File: config.mk
export PLATFORM = sky130hd
export DESIGN_NAME = date_set_ctrl
export DESIGN_NICKNAME = d
export VERILOG_FILES = /design/src/rtl/date_set_ctrl.sv
export SDC_FILE = /design/constraint.sdc
export NUM_CORES = 1
export LEC_CHECK = 0
export ABC_CLOCK_PERIOD_IN_PS = 3630
export CORE_MARGIN = 2
export CORE_UTILIZATION = 53
export DETAILED_ROUTE_END_ITERATION = 16
export PLACE_DENSITY = 0.77
export SYNTH_ARGS = -nofsm -noshare
export SYNTH_HDL_FRONTEND = slang
export SYNTH_SLANG_ARGS = --single-unit
File: constraint.sdc
create_clock -name clk -period 3.63 [get_ports clk]
set_input_delay 0.9075 -clock clk [delete_from_list [all_inputs] [get_ports clk]]
set_output_delay 0.9075 -clock clk [all_outputs]
set_load 0.02 [all_outputs]
File: src/rtl/date_set_ctrl.sv
// date_set_ctrl: run/set controller for a calendar date counter.
// RUN forwards midnight rollovers as day_increment pulses. btn_mode walks
// through year, month and day edit fields, then COMMIT loads the edited
// date into the counter. Midnights seen while editing are held as pending
// and replayed on return to RUN. An idle timeout abandons the edit.
// Optional feature: define DATE_SET_LEAP_YEAR_EN to give February 29 days
// in years divisible by 4 (otherwise February always has 28 days).
module date_set_ctrl #(
  parameter logic [31:0] TIMEOUT_CYCLES = 32'd500000000,
  parameter logic [31:0] BLINK_HALF     = 32'd25000000
) (
  input  logic       clk,
  input  logic       rst,
  input  logic       midnight,
  input  logic       btn_mode,
  input  logic       btn_inc,
  input  logic [6:0] cur_year,
  input  logic [3:0] cur_month,
  input  logic [4:0] cur_day,
  output logic       day_increment,
  output logic       load,
  output logic [6:0] load_year,
  output logic [3:0] load_month,
  output logic [4:0] load_day,
  output logic       set_active,
  output logic [1:0] field_sel,
  output logic       blink
);

  typedef enum logic [2:0] {RUN, SET_YEAR, SET_MONTH, SET_DAY, COMMIT} state_t;

  state_t      state_reg, state_next;
  logic [6:0]  year_reg;
  logic [3:0]  month_reg;
  logic [4:0]  day_reg;
  logic [31:0] idle_reg;
  logic [31:0] blink_cnt_reg;
  logic        pending_reg;
  logic        merge_reg;

  logic        in_set;
  logic        next_in_set;
  logic        idle_hit;
  logic        rejoin;
  logic        leap;
  logic [4:0]  dim;

  function automatic logic [4:0] days_in_month(input logic [3:0] m, input logic is_leap);
    case (m)
      4'd4, 4'd6, 4'd9, 4'd11: days_in_month = 5'd30;
      4'd2:                    days_in_month = is_leap ? 5'd29 : 5'd28;
      default:                 days_in_month = 5'd31;
    endcase
  endfunction

`ifdef DATE_SET_LEAP_YEAR_EN
  assign leap = (year_reg[1:0] == 2'b00);
`else
  assign leap = 1'b0;
`endif

  assign dim         = days_in_month(month_reg, leap);
  assign in_set      = (state_reg == SET_YEAR) || (state_reg == SET_MONTH) || (state_reg == SET_DAY);
  assign next_in_set = (state_next == SET_YEAR) || (state_next == SET_MONTH) || (state_next == SET_DAY);
  assign idle_hit    = (idle_reg == TIMEOUT_CYCLES - 32'd1);
  // Leaving an edit (commit or timeout) back into RUN on this edge.
  assign rejoin      = (state_reg != RUN) && (state_next == RUN);

  // State register.
  always_ff @(posedge clk or posedge rst) begin
    if (rst) state_reg <= RUN;
    else     state_reg <= state_next;
  end

  // Next-state: btn_mode wins over btn_inc; any press holds off the timeout.
  always_comb begin
    state_next = state_reg;
    case (state_reg)
      RUN:       if (btn_mode) state_next = SET_YEAR;
      SET_YEAR:  if (btn_mode) state_next = SET_MONTH;
                 else if (!btn_inc && idle_hit) state_next = RUN;
      SET_MONTH: if (btn_mode) state_next = SET_DAY;
                 else if (!btn_inc && idle_hit) state_next = RUN;
      SET_DAY:   if (btn_mode) state_next = COMMIT;
                 else if (!btn_inc && idle_hit) state_next = RUN;
      COMMIT:    state_next = RUN;
      default:   state_next = RUN;
    endcase
  end

  // Edit registers: capture on entry, wrap-around increments, day clamp on month exit.
  always_ff @(posedge clk or posedge rst) begin
    if (rst) begin
      year_reg  <= 7'd0;
      month_reg <= 4'd0;
      day_reg   <= 5'd0;
    end else begin
      case (state_reg)
        RUN: if (btn_mode) begin
          year_reg  <= cur_year;
          month_reg <= cur_month;
          day_reg   <= cur_day;
        end
        SET_YEAR: if (!btn_mode && btn_inc)
          year_reg <= (year_reg >= 7'd99) ? 7'd0 : year_reg + 7'd1;
        SET_MONTH: begin
          if (btn_mode) begin
            if (day_reg > dim) day_reg <= dim;
          end else if (btn_inc) begin
            month_reg <= (month_reg >= 4'd12) ? 4'd1 : month_reg + 4'd1;
          end
        end
        SET_DAY: if (!btn_mode && btn_inc)
          day_reg <= (day_reg >= dim) ? 5'd1 : day_reg + 5'd1;
        default: ;
      endcase
    end
  end

  // Idle counter: runs only in SET states, cleared by any press.
  always_ff @(posedge clk or posedge rst) begin
    if (rst)                              idle_reg <= 32'd0;
    else if (!in_set || btn_mode || btn_inc) idle_reg <= 32'd0;
    else                                  idle_reg <= idle_reg + 32'd1;
  end

  // Blink generator: restarts dark on every field change and every increment.
  always_ff @(posedge clk or posedge rst) begin
    if (rst) begin
      blink_cnt_reg <= 32'd0;
      blink         <= 1'b0;
    end else if (!next_in_set || (state_next != state_reg) || btn_inc) begin
      blink_cnt_reg <= 32'd0;
      blink         <= 1'b0;
    end else if (blink_cnt_reg == BLINK_HALF - 32'd1) begin
      blink_cnt_reg <= 32'd0;
      blink         <= ~blink;
    end else begin
      blink_cnt_reg <= blink_cnt_reg + 32'd1;
    end
  end

  // Midnight bookkeeping: hold rollovers during edits, replay one on return,
  // and merge a same-cycle midnight into that replayed pulse.
  always_ff @(posedge clk or posedge rst) begin
    if (rst) begin
      pending_reg   <= 1'b0;
      merge_reg     <= 1'b0;
      day_increment <= 1'b0;
    end else begin
      if (rejoin) begin
        day_increment <= pending_reg | midnight;
        merge_reg     <= pending_reg | midnight;
        pending_reg   <= 1'b0;
      end else begin
        day_increment <= (state_reg == RUN) && midnight && !merge_reg;
        merge_reg     <= 1'b0;
        if (state_reg != RUN && midnight) pending_reg <= 1'b1;
      end
    end
  end

  // Registered status and load outputs derived from the next state.
  always_ff @(posedge clk or posedge rst) begin
    if (rst) begin
      load       <= 1'b0;
      load_year  <= 7'd0;
      load_month <= 4'd0;
      load_day   <= 5'd0;
      set_active <= 1'b0;
      field_sel  <= 2'd0;
    end else begin
      load       <= (state_next == COMMIT);
      load_year  <= (state_next == COMMIT) ? year_reg  : 7'd0;
      load_month <= (state_next == COMMIT) ? month_reg : 4'd0;
      load_day   <= (state_next == COMMIT) ? day_reg   : 5'd0;
      set_active <= next_in_set;
      case (state_next)
        SET_YEAR:  field_sel <= 2'd1;
        SET_MONTH: field_sel <= 2'd2;
        SET_DAY:   field_sel <= 2'd3;
        default:   field_sel <= 2'd0;
      endcase
    end
  end

endmodule

**Word-level counts from Yosys, hierarchy flattened**

Cells that the tools add are included.

- Eq/ne operators: 22
- Order comparisons: 4
- Reduce and logical (&&, ||, !) cells: 31
- Add/sub/neg operators: 5
- Bitwise logic cells: 2
- Mux-type cells: 35

Operators with widths:

| cell | count |
|---|---|
| $mux 32 | 3 |
| $add 32x1->32 const B | 2 |
| $eq 32x25->1 const B | 1 |
| $eq 32x29->1 const B | 1 |
| $mux 5 | 6 |
| $mux 7 | 4 |
| $mux 4 | 5 |
| $mux 3 | 5 |
| $pmux 5 s3 | 1 |
| $pmux 7 s2 | 1 |
| $eq 3x2->1 const B | 4 |
| $pmux 3 s4 | 1 |
| $eq 4x3->1 const B | 2 |
| $eq 4x4->1 const B | 2 |
| $logic_or 1x1->1 | 8 |
| $ne 2x2->1 const B | 4 |
| $pmux 4 s2 | 1 |
| $reduce_bool 2->1 | 4 |
| $add 7x1->7 const B | 1 |
| $ge 7x7->1 const B | 1 |
| $eq 3x1->1 const B | 2 |
| $logic_and 1x1->1 | 6 |
| $logic_not 3->1 | 2 |
| $mux 1 | 6 |
| other kinds (19) | 26 |

- Word-level logic and storage cells: 115
- Input port bits: 21
- Bits in registers: 107

**Logic depth before layout (Yosys ltp)**

Gate-level depths: netlist of the first run.

- Word-level depth: 12
- Mapped depth: 11

**Least setup slack after synthesis of the first run**

No wires, ideal clock.

- Kind: input to register
- Start: input port btn_mode
- End: register blink_cnt_reg[8]
- Setup time: 72 ps
- Buffers on the path: 4
- Cell stages on the path: 7
- Slack: 1043 ps
- Arrival time: 2515 ps
- Cell sequence: buf_2 -> or4_1 -> buf_2 -> or4b_1 -> buf_6 -> buf_6 -> nor2_1

- Longest elaborated chain between the ends: 9
- Elaborated cells between the ends (all ways): 15
- Those cells by class: eq/ne: 4; mux: 6; reduce/logical: 5

Ends and longest elaborated chain:

| element | line | RTL |
|---|---|---|
| start, declared | 15 | `input logic btn_mode,` |
| $mux 3 (on tied branches) | - |  |
| $pmux 3 s4 (*) | 78 | `case (state_reg)` |
| $eq 3x1->1 or $eq 3x2->1 (tied branches) | 64 | `assign next_in_set = (state_next == SET_YEAR) \|\| (state_next == SET_MONTH) \|\| (state_next == SET_DAY);` |
| $logic_or 1x1->1 (2 in series) | 64 |  |
| $logic_not 1->1 | 132 | `end else if (!next_in_set \|\| (state_next != state_reg) \|\| btn_inc) begin` |
| $logic_or 1x1->1 (*) (2 in series) | 132 |  |
| $mux 32 (*) | 132 |  |
| end signal, assigned | 139 | `blink_cnt_reg <= blink_cnt_reg + 32'd1;` |
| end, declared | 37 | `logic [31:0] blink_cnt_reg;` |

Every way passes the cells marked *; elsewhere a longest branch is shown, timed or not.
A chain may end at the register's enable or synchronous reset.

**Final worst setup path of the first run**

- Start: register month_reg[0]
- End: register day_reg[3]

- Longest elaborated chain between the ends: 7
- Elaborated cells between the ends (all ways): 14
- Those cells by class: order compare: 2; eq/ne: 6; mux: 4; reduce/logical: 2

Ends and longest elaborated chain:

| element | line | RTL |
|---|---|---|
| start, declared | 34 | `logic [3:0] month_reg;` |
| start signal, assigned | 101 | `month_reg <= cur_month;` |
| start signal, assigned | 110 | `month_reg <= (month_reg >= 4'd12) ? 4'd1 : month_reg + 4'd1;` |
| $eq 4x3->1 or $eq 4x4->1 (tied branches) | 49 | `case (m)` |
| $reduce_or 4->1 | 49 |  |
| $pmux 2 s2 (*) | 49 |  |
| $ge 5x5->1 | 114 | `day_reg <= (day_reg >= dim) ? 5'd1 : day_reg + 5'd1;` |
| $mux 5 | 114 |  |
| $mux 5 | 113 | `SET_DAY: if (!btn_mode && btn_inc)` |
| $pmux 5 s3 | 98 | `case (state_reg)` |
| end signal, assigned | 102 | `day_reg <= cur_day;` |
| end signal, assigned | 108 | `if (day_reg > dim) day_reg <= dim;` |
| end signal, assigned | 114 |  |
| end, declared | 35 | `logic [4:0] day_reg;` |

Every way passes the cells marked *; elsewhere a longest branch is shown, timed or not. The select of a mux whose other input is x is not followed.

==> flow_summary_export.csv, run 1 <==
group,metric,value,unit
run_status,status,"completed",
yosys,ys_types,52,
timing,min_period,2.52,ns
critical_path,critPathKind,"reg -> reg",
drt,drt_pass1_iterations,4,
pwr,leakage,2.49,nW
yosys,synth_area_per_cell,9.63,um^2
critical_path,arrival,2.81,ns
timing,fin_crit_sh,69.5,%
clock_network,cts.clk_slew.worst_paths,0.11,ns
pwr,ir_worst_vdd,0.420,mV
yosys,synth-main-ff-cell,"dfrtp_1",
timing,fin_skew,0.00866,ns
placement,dp_hpwl,7450,um
pwr,power_density,543,mW/mm^2
clock_network,cts_setup_buffers,0,
clock_network,clock_path_buffers,2,
timing,holdWs,0.494,ns
timing,slew_violations,0,
floorplan,core,0.00982,mm^2
critical_path,cp_common_cell,"ha_1",
critical_path,path_delay_family,"simple AND/OR/NAND/NOR gates",
timing,tightestPinTransition,0.862,ns
grt,antenna_found_initial,0,
timing,hold_violations,0,
floorplan,die_area,0.0110,mm^2
drt,drt_iter0_drc,189,
yosys,synthTopCellsByArea,"dfrtp_1 50%, xnor2_1 7.3%, nor2_1 5.6%",
yosys,netlist_area,0.00539,mm^2
timing,fin_tns_setup,0,ns
clock_network,cts_tree,"yes",
drt,wl,10900,um
clock_network,clock_latency,0.39,ns
floorplan,initial_core_util,54.9,%
yosys,synthArstFlopShare,100,%
critical_path,end_kind,"flop",
timing,slew_headroom,42.4,%
floorplan,ios,43,
clock_network,postCtsHoldBufs,0,
cells_and_area,diodes,0,
drt,ant_nets,0,
worst_hold_path,hold_class,"reg -> reg",
critical_path,required,3.92,ns
clock_network,numCtsBuffers,9,
placement,gp_routability_congestion,0.826,
grt,grt_pass1_vias,3996,
flow_run,drv_cap,0,
critical_path,cpMaxStageDelayCell,"dfrtp_1",
grt,grt_pass1_wl,18600,um
drt,drc_errors,0,
critical_path,path_cells,"inv_1, ha_1, nor3b_1, ha_1, nor2b_1, o211ai_1, o21ai_0, nand2_1, mux2_2",
placement,placed_area,0.00590,mm^2
yosys,synth.top_cell.area_share,49.6,%
yosys,yosysMostFrequentCell,"dfrtp_1",
timing,setup_violations,0,
timing,grt_setup_unrepaired,"no",
drt,wl_per_cell,14.9,um
grt,grt_use_total,20.9,%
clock_network,cts_resized,0,
yosys,synth_top_area_cell,"dfrtp_1",
critical_path,crit_path_max_incr_delay,0.45,ns
floorplan,placementRows,36,
placement,io_buffer_count,42,
grt,grt_start_max_net_pins,43,
cells_and_area,area_growth,13.1,%
pwr,finalPower,0.00331,W
yosys,synth-edff-count,0,
drt,routed-via-count,4113,
timing,max_freq,397,MHz
critical_path,crit_path_start_kind,"flop",
critical_path,crit_fanout,6,
yosys,yosys_warnings,0,
yosys,postSynthRegisterBits,107,
cells_and_area,layout.nets,623,
yosys,syn_inst,560,
cells_and_area,drive_gt1_share,5.86,%
clock_network,h-tree-depth,3,
cells_and_area,fin_area,0.00610,mm^2
yosys,synth-seq-area-share,49.6,%
critical_path,path_buf_inv,1,
floorplan,die-height,105,um
yosys,synthTopCellsByCount,"107 x dfrtp_1, 80 x nor2_1, 45 x xnor2_1",
grt,grt_overflow,0,
drt,vias_per_cell,5.63,
floorplan,die_w,105,um
clock_network,root_buffer,"clkbuf_8",
clock_network,clock_sinks,107,
yosys,syn_nets,591,
[area by class of cell]
| type | count | area, um^2 |
|---|---|---|
| sequential | 107 | 2680 |
| clock inverter | 7 | 70.1 |
| fill | 851 | 3720 |
| inverter | 22 | 86.3 |
| tap | 133 | 166 |
| multi-input combinational | 403 | 2480 |
| timing repair buffer | 49 | 498 |
| clock buffer | 9 | 124 |
[per-stage QoR]
step | setup slack (ns) | utilization, % | std cells
floorplan | 1.04 | - | 560
global placement | 0.815 | 60.1 | 714
detailed placement | 0.726 | 60.1 | 714
CTS | 1.12 | 62.1 | 730
global route | 0.936 | 62.1 | 730
finish | 1.11 | 62.1 | 730
[power breakdown]
part / internal (W) / switching (W) / leakage [nW]
Sequential: 0.00136 / 0.000196 / 1.44
Clock: 0.000271 / 0.000459 / 0.0973
Combinational: 0.000451 / 0.000575 / 0.955
Total: 0.00208 / 0.00123 / 2.49
[layer usage]
layer  routed length (um)  vias up  track usage, %
li1                     -     2007               -
met1                 4990     1998            28.0
met2                 5240       97            34.0
met3                  492       11            4.87
met4                  139        0            5.90
met5                    0        -               0
[final timing paths]
| check | start | end | slack, ns | cells past startpoint |
|---|---|---|---|---|
| max | month_reg[0] | day_reg[3] | 1.11 | 9 |
| min | blink_cnt_reg[0] | blink_cnt_reg[0] | 0.49 | 1 |
| max reg2reg | month_reg[0] | day_reg[3] | 1.11 | 9 |
| min reg2reg | blink_cnt_reg[0] | blink_cnt_reg[0] | 0.49 | 1 |
| max in group asynchronous | rst | idle_reg[23] | 1.94 | 3 |
| min in group asynchronous | rst | blink_cnt_reg[21] | 1.03 | 2 |
[kinds of logic (layout without fill, tap and decap cells)]
logic type | count (synthesis) | after routing | synth area share (%)
AO/OA/AOI/OAI | 53 | 53 | 6.19
buffers and inverters | 50 | 87 | 4.45
AND/OR/NAND/NOR | 271 | 271 | 26.0
adder cells (fa/ha/maj) | 10 | 10 | 2.32
flip-flops | 107 | 107 | 49.6
multiplexers | 5 | 5 | 1.02
XOR/XNOR | 64 | 64 | 10.4
[cell usage in the layout, fill, tap and decap left out, types with 4 or more instances in the layout]
| cell | count |
|---|---|
| a21oi_1 | 11 |
| a22o_1 | 5 |
| and2_1 | 5 |
| and3_1 | 29 |
| and4_1 | 6 |
| buf_4 | 5 |
| clkbuf_8 | 9 |
| clkdlybuf4s50_1 | 42 |
| dfrtp_1 | 107 |
| ha_1 | 10 |
| inv_1 | 21 |
| inv_8 | 4 |
| mux2_2 | 4 |
| nand2_1 | 37 |
| nand3_1 | 27 |
| nand4_1 | 13 |
| nor2_1 | 80 |
| nor2b_1 | 4 |
| nor3_1 | 22 |
| nor4_1 | 25 |
| o21ai_0 | 20 |
| xnor2_1 | 45 |
| xor2_1 | 19 |
No activity file was read; power rests on OpenSTA's default activity.
==> run 2, diff against run 1 <==
--- a/config.mk
+++ b/config.mk
@@ -5,7 +5,7 @@
 export SDC_FILE = /design/constraint.sdc
 export NUM_CORES = 1
 export LEC_CHECK = 0
-export ABC_CLOCK_PERIOD_IN_PS = 3630
+export ABC_CLOCK_PERIOD_IN_PS = 2300
 export CORE_MARGIN = 2
 export CORE_UTILIZATION = 53
 export DETAILED_ROUTE_END_ITERATION = 16
==> constraint.sdc (replaced) <==
create_clock -name clk -period 2.3 [get_ports clk]
set_input_delay 0.575 -clock clk [delete_from_list [all_inputs] [get_ports clk]]
set_output_delay 0.575 -clock clk [all_outputs]
set_load 0.02 [all_outputs]
==> flow_summary_export.csv, run 2 (synthesis gave the netlist of run 1 again) <==
group,metric,value,unit
grt,antenna_found_initial,0,
placement,post-place-ws,-0.207,ns
clock_network,clock_latency,0.38,ns
critical_path,crit_path_end,"day_reg[0]",
drt,wl_per_cell,15.0,um
floorplan,ios,43,
critical_path,crit_path_max_incr_delay,0.46,ns
cells_and_area,fin_util,66.0,%
cells_and_area,diodes,0,
timing,slew_violations,0,
floorplan,placementRows,36,
critical_path,required,2.55,ns
grt,grt_start_max_net_pins,108,
critical_path,cpMaxStageDelayCell,"dfrtp_2",
critical_path,crit_path_start_kind,"flop",
placement,gp_routability_congestion,0.840,
cells_and_area,drive_gt1_share,13.1,%
floorplan,core,0.00982,mm^2
grt,grt_use_met2,34.6,%
timing,fin_crit_sh,102,%
clock_network,cts.clk_slew.worst_paths,0.10,ns
pwr,power_density,936,mW/mm^2
critical_path,arrival,2.60,ns
floorplan,initial_core_util,54.9,%
timing,final.setup.worst_slack,-0.0423,ns
critical_path,r2r_start,"month_reg[0]",
critical_path,crit_start,"month_reg[0]",
timing,fin_skew,0.0126,ns
placement,dp_cells,735,
drt,wl,11400,um
grt,grt_pass1_wl,19400,um
critical_path,path_buf_inv,1,
cells_and_area,layout_commonest_cell,"dfrtp_1",
grt,grt_busiest_layer,"met2",
clock_network,h-tree-depth,3,
cells_and_area,area_growth,20.2,%
run_status,status,"finished with violations",
critical_path,path_depth,11,
critical_path,crit_fanout,4,
run_status,failed_checks,"negative setup slack",
drt,drt_pass1_iterations,5,
timing,tightestPinTransition,0.561,ns
timing,hold_violations,0,
timing,setup_violations,4,
critical_path,path_cells,"buf_6, ha_2, nor2_2, o21ai_1, nand2_2, ha_4, nand2b_4, a21oi_4, o21ai_2, a222oi_1, mux2i_1",
timing,min_period,2.34,ns
critical_path,r2r-end,"day_reg[0]",
drt,drt_iter0_drc,196,
cells_and_area,stdcell_count,761,
critical_path,r2r_setup_slack,-0.04,ns
clock_network,clock_sinks,107,
floorplan,die_w,105,um
critical_path,r2r_cells,11,
clock_network,clock_path_buffers,2,
drt,routed-via-count,4271,
placement,io_buffer_count,42,
clock_network,root_buffer,"clkbuf_8",
critical_path,critPathKind,"reg -> reg",
flow_run,drv_cap,0,
grt,grt_overflow,0,
cells_and_area,layout.nets,654,
floorplan,die-height,105,um
grt,use_met1,28.7,%
grt,use_met3,5.68,%
pwr,ir_worst_vdd,0.747,mV
grt,grt_use_total,21.7,%
clock_network,cts_tree,"yes",
clock_network,numCtsBuffers,9,
placement,dp_hpwl,7510,um
timing,max_freq,427,MHz
cells_and_area,layout_common_cells,"106 x dfrtp_1, 79 x nor2_1, 45 x xnor2_1, 42 x clkdlybuf4s50_1, 35 x nand2_1",
timing,slew_headroom,62.6,%
grt,grt_pass1_vias,4205,
critical_path,end_kind,"flop",
floorplan,die_area,0.0110,mm^2
pwr,leakage,2.67,nW
drt,drc_errors,0,
drt,ant_nets,0,
timing,grt_setup_unrepaired,"yes",
drt,vias_per_cell,5.61,
critical_path,path_delay_family,"compound AO/OA/AOI/OAI gates",
worst_hold_path,hold_class,"reg -> reg",
-- run 2: cell count changes in the layout (fill, tap and decap cells not counted), sizes merged --
| cell | change |
|---|---|
| inv | -4 |
| bufinv | +3 |
| buf | +31 |
| clkbuf | +1 |
| clkinvlp | +1 |
| clkinv | -1 |
-- run 2: what timing repair did --
action	4_1_cts	5_1_grt
setup buffers	3	7
hold buffers	0	0
resized for setup	3	23
pin swaps	2	6
hold endpoints to repair	0	0
endpoints found under the setup margin	4	35
gates cloned	0	0
-- run 2: where the power goes --
group | leakage (nW) | internal, W | switching, W
Sequential | 1.44 | 0.00214 | 0.000281
Clock | 0.113 | 0.000725 | 0.000640
Combinational | 1.12 | 0.00111 | 0.00117
Total | 2.67 | 0.00398 | 0.00209
-- run 2: layer usage --
| layer | share of wire, % | up-vias |
|---|---|---|
| met3 | 5.2 | 16 |
| li1 | - | 2059 |
| met1 | 44 | 2082 |
| met4 | 1.5 | 0 |
| met2 | 49 | 114 |
| met5 | 0 | - |
-- run 2: through the flow --
stage          hold WS (ns)  setup TNS (ns)  cell area (um^2)  total power (W)
4_1_cts               0.501               0              6340          0.00572
2_1_floorplan         0.443               0              5400          0.00361
5_1_grt               0.530          -0.469              6480          0.00643
3_3_place_gp          0.465           -4.45              6060          0.00422
6_report              0.500         -0.0798              6480          0.00607
3_5_place_dp          0.486           -5.93              6060          0.00428
-- run 2: worst min-delay path by stage --
stage	start	slack, ns	cells past startpoint	to
floorplan	blink_cnt_reg[0]	0.44	1	blink_cnt_reg[0]
global placement	blink_cnt_reg[0]	0.46	1	blink_cnt_reg[0]
detailed placement	blink_cnt_reg[0]	0.49	1	blink_cnt_reg[0]
CTS	blink_cnt_reg[0]	0.50	1	blink_cnt_reg[0]
global route	blink_cnt_reg[0]	0.53	1	blink_cnt_reg[0]
finish	blink_cnt_reg[0]	0.50	1	blink_cnt_reg[0]
-- run 2: final cells by class --
type                       instances  area (um^2)
timing repair buffer              80          738
tap                              133          166
sequential                       107         2680
inverter                          22         86.3
clock inverter                     6          114
clock buffer                      10          128
multi-input combinational        403         2570
fill                             780         3340
==> RTL change, RTL diff (config.mk and constraints of run 1) <==
Reset style: synchronous (`rst`), changed in 6 clocked blocks.
--- a/src/rtl/date_set_ctrl.sv
+++ b/src/rtl/date_set_ctrl.sv
@@ -68,5 +68,5 @@
 
   // State register.
-  always_ff @(posedge clk or posedge rst) begin
+  always_ff @(posedge clk) begin
     if (rst) state_reg <= RUN;
     else     state_reg <= state_next;
@@ -90,5 +90,5 @@
 
   // Edit registers: capture on entry, wrap-around increments, day clamp on month exit.
-  always_ff @(posedge clk or posedge rst) begin
+  always_ff @(posedge clk) begin
     if (rst) begin
       year_reg  <= 7'd0;
@@ -119,5 +119,5 @@
 
   // Idle counter: runs only in SET states, cleared by any press.
-  always_ff @(posedge clk or posedge rst) begin
+  always_ff @(posedge clk) begin
     if (rst)                              idle_reg <= 32'd0;
     else if (!in_set || btn_mode || btn_inc) idle_reg <= 32'd0;
@@ -126,5 +126,5 @@
 
   // Blink generator: restarts dark on every field change and every increment.
-  always_ff @(posedge clk or posedge rst) begin
+  always_ff @(posedge clk) begin
     if (rst) begin
       blink_cnt_reg <= 32'd0;
@@ -143,5 +143,5 @@
   // Midnight bookkeeping: hold rollovers during edits, replay one on return,
   // and merge a same-cycle midnight into that replayed pulse.
-  always_ff @(posedge clk or posedge rst) begin
+  always_ff @(posedge clk) begin
     if (rst) begin
       pending_reg   <= 1'b0;
@@ -162,5 +162,5 @@
 
   // Registered status and load outputs derived from the next state.
-  always_ff @(posedge clk or posedge rst) begin
+  always_ff @(posedge clk) begin
     if (rst) begin
       load       <= 1'b0;
Check against the original RTL: differs if rst is asserted again (counterexample within 4 cycles, from zero or initial values and one cycle with rst high); with rst held inactive, the same outputs for 4 cycles.
==> RTL change against run 1 <==
Design area decreased by 7.5%; core utilization decreased by 0.79 points; first-iteration DRC count decreased by 7.4%; sequential cell count unchanged; routed wire length decreased by 3.7%; synthesized area decreased by 7.0%; die area decreased by 6.7%; cell count increased by 0.55%; setup slack got worse by 380 ps; fmax decreased by 13%; critical path depth decreased by 3; largest cell class is now multi-input combinational cells; highest routed layer unchanged.
Power is not compared: it rests on default switching activity, and its combinational part moved more than twofold at a synthesized area within 25%.
==> RTL change: results (changes against run 1) <==
* Cells after Synth at 591 (+5.5%)
* Placed cell area at 5440 um2 (-7.9%)
* Crit path largest cell delay at 560 ps (+110 ps)
* Met3 Use GR at 4.141% (-0.73 points)
* Fillers at 788 (-7.4%)
* Cell variety after synth at 61 (+17%)
* Worst-margin pin slew at 1266 ps (+404.6 ps)
* First-pass GRT wire length at 17,840 um (-4.2%)
* Fraction of area in multi-input gates at 46.90% (+6.3 points)
* Setup WS pre-CTS at 371.6 ps (-354.3 ps)
* Crit Path Max Fanout at 25 (+19)
* Vias in the first global route at 4,003 (+0.18%)
* Via-to-Cell Ratio at 5.676 (+0.74%)
* Buffers on Ports at 42 (unchanged)
* Setup crit end: blink_cnt_reg[25]
* Worst reg-to-reg path cell count at 11 (+2)
* Top post-synthesis cells by count: dfxtp_1 (107), nor2_1 (90), nand3_1 (42)
* FF/Latch Area at 2142 um2 (-20%)
* Signal buffers at 45 (-8.2%)
* Crit path launch: btn_inc
* Hold Path Class: register to register
* Syn_nets at 622 (+5.2%)
* Layout area overhead at 12.39%
* Met2 global-route usage at 36.32% (+2.3 points)
* GP Congestion at 0.8626 (+4.5%)
* Worst-path clk slew at 90 ps (-20 ps)
* Invs w/o clock at 19 (-14%)
* Non-clock buffers, area share at 7.854% (-0.31 points)
* Drt wl/cell at 14.27 um (-4.2%)
* Status: finished, final reports clean
* Worst skew pair latency at 370 ps (-20 ps)
* Post-synth design cell area at 5017 um2 (-7.0%)
* Critical Path AT at 3150 ps (+340 ps)
* Gr usage total at 21.38% (+0.52 points)
* Final WL at 10,470 um (-3.7%)
* Detail Placement HPWL at 7362 um (-1.1%)
* Critical-path top delay cell: or4_1
* Clock sink total at 107 (unchanged)
* R2r endpoint: day_reg[0]
* Clock network area share at 3.528% (+0.35 points)
* Iteration-0 DRC Markers at 175 (-7.4%)
* Largest net degree at the start of global routing at 32 (-26%)
* Reg2reg start: month_reg[0]
* Post-synthesis sequential area ratio at 42.69% (-6.9 points)
* Share of layout cells above drive strength 1 at 5.778% (-0.084 points)
* Final Cycle Share at 79.84% (+10 points)
* Pre-antenna DRT Iters at 5 (+1)
* Hold_ws at 488.7 ps (-5.768 ps)
* Inst Count DP at 718 (+0.56%)
* Multi-In Gates at 436 (+8.2%)
* Clk buf depth at 2 (unchanged)
* Area contributors post-synth: dfxtp_1 (43%), nor2_1 (6.7%), xnor2_1 (5.9%)
* Met1 GRT Util at 27.24% (-0.75 points)
* Clk_skew at 17.98 ps (+9.328 ps)
* Hold_sp: idle_reg[0]
* Final nets at 649 (+4.2%)
## RTL change: cell types whose count changed after synthesis, moves of 10 or more
cell	change
nor4_1	-17
nor2_1	+10
dfrtp_1	-107
dfxtp_1	+107
xnor2_1	-11
nand3_1	+15
## RTL change: worst register-to-register path, delay by kind of cell (launching register included)
| kind | cells | cell delay (ps) |
|---|---|---|
| adder cells (fa/ha/maj) | 2 | 500 |
| buffers and inverters | 1 | 120 |
| AO/OA/AOI/OAI | 4 | 840 |
| flip-flops | 1 | 450 |
| AND/OR/NAND/NOR | 4 | 500 |
## RTL change: layer usage
metal	vias up	share of wire, %
met5	-	0
met4	0	1.5
met3	12	3.9
met2	87	48
met1	1960	46
li1	2107	-
## RTL change: logic make-up after synthesis
group / Yosys count / synth area share [%]
buf+inv: 48 / 4.663
fa+ha+maj: 10 / 2.494
simple gates: 296 / 30.60
xor+xnor: 59 / 10.30
compound gates: 71 / 9.252
flops: 107 / 42.69
